$ cat src/rtl/fp_adder_arbiter_if.sv
// Request/response bus between NUM_REQ requesters and the shared-adder arbiter.
// Requesters use the master modport, the arbiter uses the slave modport.
interface fp_adder_arbiter_if #(
   parameter int NUM_REQ = 4,
   parameter int DATA_W  = 32
);
   logic [NUM_REQ-1:0]        req_valid;
   logic [NUM_REQ-1:0]        req_ready;
   logic [NUM_REQ*DATA_W-1:0] req_a;
   logic [NUM_REQ*DATA_W-1:0] req_b;
   logic [NUM_REQ-1:0]        rsp_valid;
   logic [DATA_W-1:0]         rsp_data;

   modport master (
      output req_valid, req_a, req_b,
      input  req_ready, rsp_valid, rsp_data
   );

   modport slave (
      input  req_valid, req_a, req_b,
      output req_ready, rsp_valid, rsp_data
   );
endinterface

$ cat src/rtl/fp_adder_arbiter.sv
// Round-robin front end sharing one fixed-latency pipelined FP adder among
// NUM_REQ requesters; a tag pipeline routes each sum back to its originator.
module fp_adder_arbiter #(
   parameter int NUM_REQ      = 4,
   parameter int DATA_W       = 32,
   parameter int ADD_LATENCY  = 3,
   parameter int MAX_INFLIGHT = 3,
   localparam int ID_W        = $clog2(NUM_REQ),
   localparam int CNT_W       = $clog2(ADD_LATENCY + 1)
) (
   input  logic              clk,
   input  logic              rst,
   fp_adder_arbiter_if.slave bus,
   output logic [DATA_W-1:0] add_a,
   output logic [DATA_W-1:0] add_b,
   input  logic [DATA_W-1:0] add_result,
   output logic [CNT_W-1:0]  inflight
);

   logic [ID_W-1:0]        ptr;
   logic [ID_W-1:0]        scan_id;
   logic [ID_W-1:0]        win_id;
   logic                   found;
   logic                   retire;
   logic                   throttle;
   logic                   transfer;
   logic [NUM_REQ-1:0]     grant;
   logic [ADD_LATENCY-1:0] tag_valid;
   logic [ID_W-1:0]        tag_id [ADD_LATENCY];
   logic [NUM_REQ-1:0]     rsp_valid;
   logic [DATA_W-1:0]      rsp_data;

   // The last tag stage retiring frees a slot on the same edge a new op issues.
   assign retire   = tag_valid[ADD_LATENCY-1];
   assign throttle = (inflight == CNT_W'(MAX_INFLIGHT)) && !retire;

   always_comb begin
      // NOTE: every signal written here gets a default first, so no latch is inferred.
      grant   = '0;
      found   = 1'b0;
      win_id  = '0;
      scan_id = '0;
      for (int i = 0; i < NUM_REQ; i++) begin
         scan_id = ID_W'((int'(ptr) + i) % NUM_REQ);
         if (!found && bus.req_valid[scan_id]) begin
            found  = 1'b1;
            win_id = scan_id;
         end
      end
      if (found && !throttle && rst) grant[win_id] = 1'b1;
   end

   assign transfer      = |grant;
   assign bus.req_ready = grant;
   assign bus.rsp_valid = rsp_valid;
   assign bus.rsp_data  = rsp_data;

   always_ff @(posedge clk or negedge rst) begin
      if (!rst) begin
         ptr       <= '0;
         add_a     <= '0;
         add_b     <= '0;
         tag_valid <= '0;
         rsp_valid <= '0;
         rsp_data  <= '0;
         inflight  <= '0;
      end else begin
         tag_valid <= (tag_valid << 1) | ADD_LATENCY'(transfer);

         if (transfer) begin
            add_a <= bus.req_a[win_id*DATA_W +: DATA_W];
            add_b <= bus.req_b[win_id*DATA_W +: DATA_W];
            ptr   <= ID_W'((int'(win_id) + 1) % NUM_REQ);
         end

         if (retire) begin
            rsp_valid <= NUM_REQ'(1) << tag_id[ADD_LATENCY-1];
            rsp_data  <= add_result;
         end else begin
            rsp_valid <= '0;
         end

         if (transfer && !retire) begin
            inflight <= inflight + 1'b1;
         end else if (!transfer && retire) begin
            inflight <= inflight - 1'b1;
         end
      end
   end

   // NOTE: ids are payload qualified by tag_valid, so this array needs no reset.
   always_ff @(posedge clk) begin
      tag_id[0] <= win_id;
      for (int k = 1; k < ADD_LATENCY; k++) begin
         tag_id[k] <= tag_id[k-1];
      end
   end

endmodule

$ cat src/flat_wrapper.sv
// flat-port wrapper written by rule: the top's interface ports become plain ports
module fp_adder_arbiter_flat 
#(
   parameter int NUM_REQ      = 4,
   parameter int DATA_W       = 32,
   parameter int ADD_LATENCY  = 3,
   parameter int MAX_INFLIGHT = 3,
   localparam int ID_W        = $clog2(NUM_REQ),
   localparam int CNT_W       = $clog2(ADD_LATENCY + 1)
)
  (clk, rst, add_a, add_b, add_result, inflight, bus_req_valid, bus_req_a, bus_req_b, bus_req_ready, bus_rsp_valid, bus_rsp_data);
  fp_adder_arbiter_if #(.NUM_REQ(NUM_REQ), .DATA_W(DATA_W)) bus_i ();
  input  logic clk;
  input  logic rst;
  output logic [DATA_W-1:0] add_a;
  output logic [DATA_W-1:0] add_b;
  input  logic [DATA_W-1:0] add_result;
  output logic [CNT_W-1:0] inflight;
  input wire logic [$bits(bus_i.req_valid)-1:0] bus_req_valid;
  input wire logic [$bits(bus_i.req_a)-1:0] bus_req_a;
  input wire logic [$bits(bus_i.req_b)-1:0] bus_req_b;
  output wire logic [$bits(bus_i.req_ready)-1:0] bus_req_ready;
  output wire logic [$bits(bus_i.rsp_valid)-1:0] bus_rsp_valid;
  output wire logic [$bits(bus_i.rsp_data)-1:0] bus_rsp_data;
  assign bus_i.req_valid = bus_req_valid;
  assign bus_i.req_a = bus_req_a;
  assign bus_i.req_b = bus_req_b;
  assign bus_req_ready = bus_i.req_ready;
  assign bus_rsp_valid = bus_i.rsp_valid;
  assign bus_rsp_data = bus_i.rsp_data;
  fp_adder_arbiter #(.NUM_REQ(NUM_REQ), .DATA_W(DATA_W), .ADD_LATENCY(ADD_LATENCY), .MAX_INFLIGHT(MAX_INFLIGHT)) u_core (.clk(clk), .rst(rst), .bus(bus_i), .add_a(add_a), .add_b(add_b), .add_result(add_result), .inflight(inflight));
endmodule
$ cat config.mk
export PLATFORM = sky130hd
export DESIGN_NAME = fp_adder_arbiter_flat
export DESIGN_NICKNAME = d
export VERILOG_FILES = /design/src/rtl/fp_adder_arbiter_if.sv /design/src/rtl/fp_adder_arbiter.sv /design/src/flat_wrapper.sv
export SDC_FILE = /design/constraint.sdc
export NUM_CORES = 1
export LEC_CHECK = 0
export ABC_AREA = 1
export BUFFER_PORTS_ARGS = -buffer_cell sky130_fd_sc_hd__buf_4
export CAP_MARGIN = 25
export CORE_AREA = 2 2 156 158
export DETAILED_ROUTE_END_ITERATION = 10
export DIE_AREA = 0 0 158 160
export PLACE_DENSITY = 0.7
export SLEW_MARGIN = 20
export SYNTH_ARGS = -nofsm -noshare
export SYNTH_HDL_FRONTEND = slang
export SYNTH_SLANG_ARGS = --single-unit
$ cat constraint.sdc
create_clock -name clk -period 2.1 [get_ports clk]
set_input_delay 0.105 -clock clk [delete_from_list [all_inputs] [get_ports clk]]
set_output_delay 0.105 -clock clk [all_outputs]
set_load 0.05 [all_outputs]
==> reports/summary.txt, run 1 <==
Via density -> 4.863
largest net degree at the start of global routing -> 108
GPL Wtd Cong -> 0.9253
num rows -> 57
r2r startpoint -> u_core.ptr[0]
clk root buf -> clkbuf_16
Arrival @ worst endpoint -> 2.34 ns
HPWL Detailed -> 21.38 mm
die span in x -> 158 um
TritonCTS Buffers -> 17
clock-pin slew on the worst setup and hold paths -> 0.06 ns
crit path from -> u_core.ptr[0]
minimum clock period -> 2.449 ns
Worst Hold Class -> in -> reg
unrepaired setup endpoints after global routing -> true
CTS H-tree lvls -> 4
P&R area growth vs syn -> 90.76%
status -> complete, but fails checks
Slew headroom -> 57.59%
Required @ worst endpoint -> 2.00 ns
1st-pass router iterations -> 5
die area -> 25280 um^2
CTS max path bufs -> 2
sequential cell area fraction in the yosys report -> 39.50%
area of the multi-input gates -> 4364 um^2
Crit. End Element -> output pin
CORE AREA -> 23820 um^2
crit-path most repeated cell -> nand2_2
# diodes -> 0
hold violation count in the final report -> 0
global-route wire length before repair -> 53.38 mm
top cell type's share of synthesized area -> 40.91%
Reg-to-Reg End -> u_core.add_a[9]
die height -> 160 um
starting DRC count in detailed routing -> 715
Final period util -> 116.6%
Critical Path, Cell by Cell -> inv_2 -> nand2_2 -> nand2_2 -> nand2_2 -> nand2_2 -> nor2_4 -> nand3_1 -> nand3_2 -> nor2_4 -> inv_4 -> buf_4 -> nor2_2 -> buf_6
drt total wl -> 35.36 mm
Worst setup SP type -> flop
initial antenna violation count -> 0
Buf/Inv on CP -> 4
Stages on worst setup path -> 13
register area -> 2800 um^2
TNS Setup -> -16.39 ns
Slew Limit Fails -> 0
synth unique cells -> 22
Starting Density -> 29.74%
post-synthesis cell area -> 7083 um^2
DR WL/cell -> 17.89 um
GRT overflow -> 0
clk sinks -> 113
synth warn -> 0
family with the most delay on the worst path -> simple AND/OR/NAND/NOR gates
kind of critical path -> reg -> out
cell accounting for the most synthesized area -> nand2_1
Total GRT Usage -> 27.76%
IO Pins -> 400
Max Clock Skew -> 0.01331 ns
worst setup margin -> -0.3488 ns
Mapped Nets -> 1437
Synth area leaders -> nand2_1, dfrtp_1, nand3_1
Post-Synthesis Cells -> 1142
critical-path maximum fanout -> 8
# setup viols final -> 72
FILL cells -> 2160
register bit count reported by yosys -> 113
Worst path slowest cell -> dfrtp_2
maxcap violations -> 0
Mean Syn Cell Area -> 6.202 um^2
Worst Setup EP -> bus_req_ready[0]
r2r setup slk -> -0.32 ns
critical path's largest stage delay -> 0.47 ns
cells on worst reg2reg path -> 20
nets@finish -> 1934
DR vias -> 9610
failing checks -> setup timing
max frequency -> 408.4 MHz
share of post-route cells with drive strength above 1 -> 41.83%
number of global-route vias before repair -> 9804
worst-margin pin slew -> 0.6362 ns
Final ANT Viol Nets -> 0
Clock Latency Late Sink -> 0.42 ns
CTS tree -> built
I/O Buffers -> 399
Post-route DRC -> 0
cell usage in the layout (no fill, tap or decap), drive strengths merged:
| cell type | instances |
|---|---|
| bufbuf | 3 |
| dfxtp | 6 |
| dlygate4sd3 | 33 |
| nand3 | 140 |
| or2 | 1 |
| clkinv | 2 |
| nand2 | 774 |
| clkbuf | 17 |
| xnor2 | 2 |
| nor2 | 6 |
| clkinvlp | 5 |
| a21oi | 2 |
| bufinv | 2 |
| ha | 1 |
| dfrtp | 107 |
| buf | 520 |
| o21ai | 3 |
| inv | 23 |
| nor3 | 5 |
through the flow:
step	utilization, %	setup WS [ns]	instances	instance area [um^2]	hold WS (ns)
final	56.72	-0.3488	1976	13510	0.06693
after global routing	56.72	-0.4884	1976	13510	0.07837
after CTS	56.51	-0.2762	1975	13460	0.04793
after detailed placement	44.52	-0.2145	1843	10600	0.2680
after global placement	44.52	-0.1321	1843	10600	0.2759
after floorplan	-	-0.09736	1142	7093	-0.1906
cell usage after synthesis (all sizes together):
master / count
nand2: 774
nand3: 140
dfrtp: 107
buf: 65
inv: 16
clkbuf: 14
dfxtp: 6
nor2: 6
nor3: 5
o21ai: 3
a21oi: 2
xnor2: 2
ha: 1
or2: 1
what timing repair did:
| action | in CTS | in global routing |
|---|---|---|
| setup endpoints to repair | 72 | 73 |
| resized for setup | 229 | 11 |
| setup buffers | 44 | 1 |
| hold buffers | 33 | 0 |
| hold endpoints to repair | 139 | 0 |
| pin swaps | 85 | 1 |
| cloned | 24 | 0 |
layer usage:
layer / vias to the layer above / part of all wire (%) / global-route usage [%] / wire length (um)
met5: - / 0 / 0 / 0
met4: 0 / 4.3 / 12.57 / 1508
met3: 115 / 7.9 / 5.753 / 2780
met2: 444 / 50 / 47.85 / 17630
met1: 4520 / 38 / 32.98 / 13440
li1: 4531 / - / - / -
registers in the layout, summed over array words and instances (netlist names):
| signal | count |
|---|---|
| u_core.add_a | 32 |
| u_core.add_b | 32 |
| u_core.bus.rsp_data | 32 |
| u_core.tag_id | 6 |
| u_core.bus.rsp_valid | 4 |
| u_core.tag_valid | 3 |
| u_core.inflight | 2 |
| u_core.ptr | 2 |
worst min-delay path by stage:
stage | startpoint | to | slack [ns] | cells after the start
final | bus_req_b[77] | u_core.add_b[13] | 0.07 | 7
after global routing | bus_req_a[67] | u_core.add_a[3] | 0.08 | 7
after CTS | bus_req_b[77] | u_core.add_b[13] | 0.05 | 7
after detailed placement | rst | u_core.add_a[16] | 0.27 | 2
after global placement | rst | u_core.add_a[20] | 0.28 | 2
after floorplan | rst | u_core.add_a[0] | -0.19 | 0
worst register-to-register path, stage by stage (launching register included):
cell and delay [ns]:
dfrtp_2 0.47, clkinvlp_4 0.15, nand2_2 0.08, nand2_2 0.07, buf_4 0.14, nand2_4 0.07
o21ai_4 0.06, nand3_2 0.10, nand2_4 0.08, buf_6 0.12, buf_8 0.11, buf_6 0.12
buf_12 0.15, buf_12 0.13, buf_16 0.13, nand3_1 0.07, nand2_1 0.05, nand2_1 0.05
nand2_1 0.05, nand2_1 0.05, nand2_1 0.05
area by class of cell:
type	instances	share of cell area (%)
tap	324	3.000
inverter	16	0.5000
clock inverter	15	1.287
sequential	113	20.72
timing repair inverter	1	0.05556
multi-input combinational	934	32.30
timing repair buffer	556	38.99
clock buffer	17	3.148
cells by family after synthesis:
kind of cell / Yosys count / synth area share [%]
AOI/OAI and AO/OA: 5 / 0.3532
xor gates and xnor gates: 2 / 0.2474
adders and majority gates: 1 / 0.1766
buffers and inverters: 95 / 7.773
DFF: 113 / 39.50
and+or+nand+nor: 926 / 51.95
Power of run 1 is not shown: default switching activity piles up to over one toggle a cycle in this logic, so the estimate is an artifact.
==> inputs of run 2 (changes only) <==
CORE_AREA = 2 2 153 155   (was 2 2 156 158)
DIE_AREA = 0 0 155 157   (was 0 0 158 160)
clock period = 2.65 ns   (was 2.1 ns; I/O delays follow)
==> run 2 against run 1 <==
  * The flow now finishes without violations
  * Global-route usage decreased by 4.9 points
  * Worst setup slack improved by 0.48 ns
  * Sequential share of layout area increased by 3.9 points
  * Critical path depth decreased by 1
  * Register-to-register slack improved by 0.58 ns
  * Clock-buffer cell count unchanged
  * First-iteration DRC count decreased by 20%
  * Via count decreased by 9.9%
  * Wire length decreased by 17%
  * Clock skew decreased by 0.0057 ns
==> reports/summary.txt, run 2 (same netlist as run 1, synthesis figures left out) <==
drt total wl -> 29.25 mm
Hold Slack -> 0.08516 ns
max frequency -> 396.8 MHz
initial antenna violation count -> 2
CTS max path bufs -> 2
DR vias -> 8657
largest net degree at the start of global routing -> 78
global-route wire length before repair -> 43.32 mm
commonest non-fill, non-tap cell in the layout -> nand2_1
num rows -> 55
Top Registers -> u_core.add_a (32), u_core.add_b (32), u_core.bus.rsp_data (32)
IO Pins -> 400
critical path's largest stage delay -> 0.46 ns
worst-margin pin slew -> 0.7948 ns
CORE AREA -> 22500 um^2
Worst path slowest cell -> dfrtp_2
post-route total power -> 19.31 mW
hold violation count in the final report -> 0
I/O Buffers -> 399
unrepaired setup endpoints after global routing -> true
TritonCTS Buffers -> 17
commonest cells after routing, fill and taps aside -> nand2_1, buf_4, nand3_1
Total GRT Usage -> 22.88%
Final period util -> 95.10%
HPWL Detailed -> 20.48 mm
share of post-route cells with drive strength above 1 -> 31.03%
Post-route DRC -> 0
Leak -> 6.725 nW
clk root buf -> clkbuf_16
clk sinks -> 113
starting DRC count in detailed routing -> 569
Crit. End Element -> output pin
Slew headroom -> 46.95%
Critical Path, Cell by Cell -> buf_4 -> nand2_1 -> nand2_1 -> nand2_1 -> nand2_1 -> nor2_2 -> nand3_1 -> nand2_4 -> nand2_8 -> buf_12 -> nor3_2 -> buf_6
# setup viols final -> 0
family with the most delay on the worst path -> simple AND/OR/NAND/NOR gates
1st-pass router iterations -> 5
die height -> 157 um
Required @ worst endpoint -> 2.52 ns
register area -> 2799 um^2
number of global-route vias before repair -> 8121
clock-pin slew on the worst setup and hold paths -> 0.06 ns
VDD IR max -> 0.0009299 V
maxcap violations -> 0
GPL Wtd Cong -> 0.8990
CTS tree -> built
critical-path maximum fanout -> 22
minimum clock period -> 2.520 ns
Worst setup SP type -> flop
Power Dens Cells -> 1699 nW/um^2
Arrival @ worst endpoint -> 2.39 ns
status -> finished clean
Via density -> 4.687
FILL cells -> 2261
nets@finish -> 1842
Worst Hold Class -> in -> reg
Slew Limit Fails -> 0
die span in x -> 155 um
Clock Latency Late Sink -> 0.42 ns
die area -> 24340 um^2
area of the multi-input gates -> 3802 um^2
Max Clock Skew -> 0.007657 ns
crit-path most repeated cell -> nand2_1
kind of critical path -> reg -> out
Final ANT Viol Nets -> 0
CTS H-tree lvls -> 4
GRT overflow -> 0
Starting Density -> 31.48%
P&R area growth vs syn -> 60.45%
Buf/Inv on CP -> 3
DR WL/cell -> 15.83 um
run 2: cell types whose count changed in the layout (fill, tap and decap cells not counted), moves of 15 or more:
cell / change
buf_12: -19
buf_16: -22
buf_4: -25
nand2_1: +36
nand3_2: -70
nand3_1: +72
nand2_2: -30
buf_6: -15
run 2: path summary, 6_finish.rpt:
kind,start,to,slack (ns),cells past startpoint
setup / recovery,u_core.ptr[0],bus_req_ready[3],0.13,12
hold reg to reg,u_core.tag_id[0][0],u_core.tag_id[0][2],0.33,0
min in group asynchronous,rst,u_core.add_b[9],0.40,3
hold / removal,bus_req_b[15],u_core.add_b[15],0.09,7
setup reg to reg,u_core.ptr[0],u_core.add_a[22],0.26,15
max in group asynchronous,rst,u_core.ptr[0],1.10,4
run 2: per-layer routing:
layer	GRT usage (%)	vias up	wire length (um)
met4	10.27	0	1025
li1	-	4328	-
met1	28.09	3972	11760
met3	4.075	59	1669
met5	0	-	0
met2	39.32	298	14790
run 2: timing repair:
action	CTS	global route
buffers inserted	2	2
hold buffers	33	0
resized for setup	5	16
gates cloned	1	2
hold endpoints to repair	62	0
endpoints found under the setup margin	51	41
pin swaps	1	2
run 2: worst reg2reg max path: stages, from the launching register on:
cell,delay [ns]
dfrtp_2,0.46
buf_4,0.16
nand2_1,0.06
nand2_1,0.07
nand2_1,0.07
nand2_1,0.06
nor2_2,0.15
nand3_1,0.14
nand2_4,0.15
buf_4,0.38
nand3_1,0.14
nand2_1,0.19
nand2_1,0.08
nand2_1,0.09
nand2_1,0.06
nand2_1,0.07
run 2: through the flow:
step                      setup slack [ns]  std cells  cell area [um^2]  utilization [%]  setup TNS (ns)
after floorplan                     0.3879       1142              7088                -               0
after detailed placement           -0.1081       1773             10260            45.58          -1.896
after global routing              -0.01245       1846             11360            50.49        -0.01493
final                               0.1298       1847             11360            50.50               0
after CTS                         0.002479       1841             11240            49.96               0
after global placement            -0.03619       1773             10260            45.58        -0.03619
run 2: final cells by class:
| class | instances | area share, % |
|---|---|---|
| antenna | 2 | 0.04404 |
| clock buffer | 17 | 3.743 |
| clock inverter | 15 | 1.618 |
| inverter | 16 | 0.5725 |
| multi-input combinational | 935 | 33.46 |
| sequential | 113 | 24.63 |
| tap | 285 | 3.138 |
| timing repair buffer | 464 | 32.80 |
run 2: power by group:
group          total [mW]  internal, mW  switching, mW
clock network        2.37          1.49          0.882
registers            3.06          2.58          0.474
logic                13.9          4.35           9.53
(Power assumes the default switching activity.)
==> inputs of run 3 (changes only) <==
CORE_AREA = 2 2 156 158   (was 2 2 153 155)
DIE_AREA = 0 0 158 160   (was 0 0 155 157)
PLACE_DENSITY = 0.68   (was 0.7)
clock period = 3.1 ns   (was 2.65 ns; I/O delays follow)
==> run 3 against run 2 <==
  * Die area is 3.9% higher
  * Clock skew up 0.00099 ns
  * Combinational power fell by 20%
  * Final cell count is 1.2% higher
  * Core utilization down 3.8 points
  * Register-to-register slack improved by 0.19 ns
  * Total power shrank 18%
  * Critical path type unchanged
==> reports/summary.txt, run 3 (same netlist as run 1, synthesis figures left out) <==
WHS Path Cells -> 7
Slew Limit Fails -> 0
hold violation count in the final report -> 0
Post-route DRC -> 0
placed insts -> 1804
Required @ worst endpoint -> 2.94 ns
die span in x -> 158 um
Power Dens Cells -> 1416 nW/um^2
P&R area growth vs syn -> 57.02%
Worst path slowest cell -> dfrtp_1
CORE AREA -> 23820 um^2
GPL Wtd Cong -> 0.8965
fin util -> 46.69%
Slew headroom -> 43.31%
Cell Area, Placed -> 10190 um^2
clk sinks -> 113
starting DRC count in detailed routing -> 594
I/O Buffers -> 399
status -> finished clean
clock-pin slew on the worst setup and hold paths -> 0.06 ns
# diodes -> 0
Finished Layout Cells -> 1869
design area -> 11120 um^2
Worst setup SP type -> flop
HPWL Detailed -> 19.59 mm
Post-CTS Setup Inserts -> 0
nets@finish -> 1827
global-route wire length before repair -> 42.15 mm
Worst Min Path Start -> bus_req_b[10]
Crit. End Element -> output pin
maxcap violations -> 0
Top Registers -> u_core.add_a (32), u_core.add_b (32), u_core.bus.rsp_data (32)
IO Pins -> 400
unrepaired setup endpoints after global routing -> false
worst-margin pin slew -> 0.8503 ns
GRT overflow -> 0
Via density -> 4.609
Critical Path, Cell by Cell -> inv_2 -> nand2_1 -> nand2_1 -> nand2_1 -> nand2_1 -> nor2_2 -> nand2_1 -> nor2_1 -> nor2_4 -> inv_2 -> buf_4 -> nor2_1 -> buf_4
Reg-to-Reg End -> u_core.add_a[24]
critical-path maximum fanout -> 13
met2 Resource Use GR -> 36.80%
post-route total power -> 15.75 mW
clk root buf -> clkbuf_16
# setup viols final -> 0
cells on worst reg2reg path -> 14
Final period util -> 91.74%
drt total wl -> 27.69 mm
crit-path most repeated cell -> nand2_1
critical path's largest stage delay -> 0.57 ns
die height -> 160 um
Worst Hold Class -> in -> reg
commonest non-fill, non-tap cell in the layout -> nand2_1
r2r startpoint -> u_core.ptr[0]
r2r setup slk -> 0.45 ns
kind of critical path -> reg -> out
CTS tree -> built
die area -> 25280 um^2
TritonCTS Buffers -> 17
busiest metal layer after global routing -> met2
Starting Density -> 29.74%
initial antenna violation count -> 0
number of global-route vias before repair -> 8189
Total GRT Usage -> 21.21%
commonest cells after routing, fill and taps aside -> nand2_1, buf_4, nand3_1
max frequency -> 351.6 MHz
DR WL/cell -> 14.81 um
Final ANT Viol Nets -> 0
Max Clock Skew -> 0.008649 ns
CTS H-tree lvls -> 4
GR Util met1 -> 25.76%
VDD IR max -> 0.0005754 V
share of post-route cells with drive strength above 1 -> 29.77%
minimum clock period -> 2.844 ns
DR vias -> 8614
largest net degree at the start of global routing -> 129
CTS max path bufs -> 2
Clock Latency Late Sink -> 0.41 ns
TNS Setup -> 0 ns
1st-pass router iterations -> 5
num rows -> 57
met3 Use GR -> 4.993%
Leak -> 6.606 nW
Arrival @ worst endpoint -> 2.69 ns
hold endpoint -> u_core.add_b[10]
[run 3: metrics by stage]
stage / setup WS, ns / hold WS (ns)
floorplan: 0.4248 / -0.1406
global placement: 0.5833 / 0.3108
detailed placement: 0.4653 / 0.3121
CTS: 0.1581 / 0.1001
global route: 0.03601 / 0.1362
finish: 0.2560 / 0.1151
[run 3: worst max path at each step]
stage / from / endpoint / slack [ns] / depth (start not counted)
3_3_place_gp: u_core.ptr[0] / u_core.add_b[21] / 0.58 / 12
4_1_cts: u_core.ptr[0] / bus_req_ready[1] / 0.16 / 13
6_report: u_core.ptr[0] / bus_req_ready[0] / 0.26 / 13
5_1_grt: u_core.ptr[0] / bus_req_ready[0] / 0.04 / 13
2_1_floorplan: u_core.ptr[0] / bus_req_ready[3] / 0.42 / 12
3_5_place_dp: u_core.ptr[0] / u_core.add_b[10] / 0.47 / 13
[run 3: worst max-delay path, delay by kind of cell (launching register included)]
kind | cells | cell delay, ns
buf+inv | 4 | 0.85
simple gates | 9 | 0.85
flops | 1 | 0.57
[run 3: repair_timing]
| item | 4_1_cts | 5_1_grt |
|---|---|---|
| hold buffers | 33 | 0 |
| setup endpoints to repair | 0 | 3 |
| endpoints found under the hold margin | 75 | 0 |
| resized for setup | 0 | 1 |
[run 3: power by group]
part,total [mW],internal (mW),switching (mW),leakage [nW]
Combinational,11.1,3.29,7.85,4.93
Clock,1.99,1.21,0.780,0.292
Sequential,2.63,2.21,0.425,1.39
Total,15.8,6.70,9.05,6.61
[run 3: area by class of cell]
type | count | area [um^2]
Clock buffer | 17 | 425.4
Inverter | 16 | 60.06
Sequential cell | 113 | 2798
Clock inverter | 15 | 171.4
Fill cell | 2455 | 12700
Tap cell | 324 | 405.4
Multi-Input combinational cell | 934 | 3760
Timing Repair Buffer | 450 | 3502
[run 3: per-layer routing]
layer / up-vias / share of wire (%)
met4: 0 / 2.2
met2: 343 / 49
met5: - / 0
met3: 38 / 7.8
met1: 3944 / 41
li1: 4289 / -
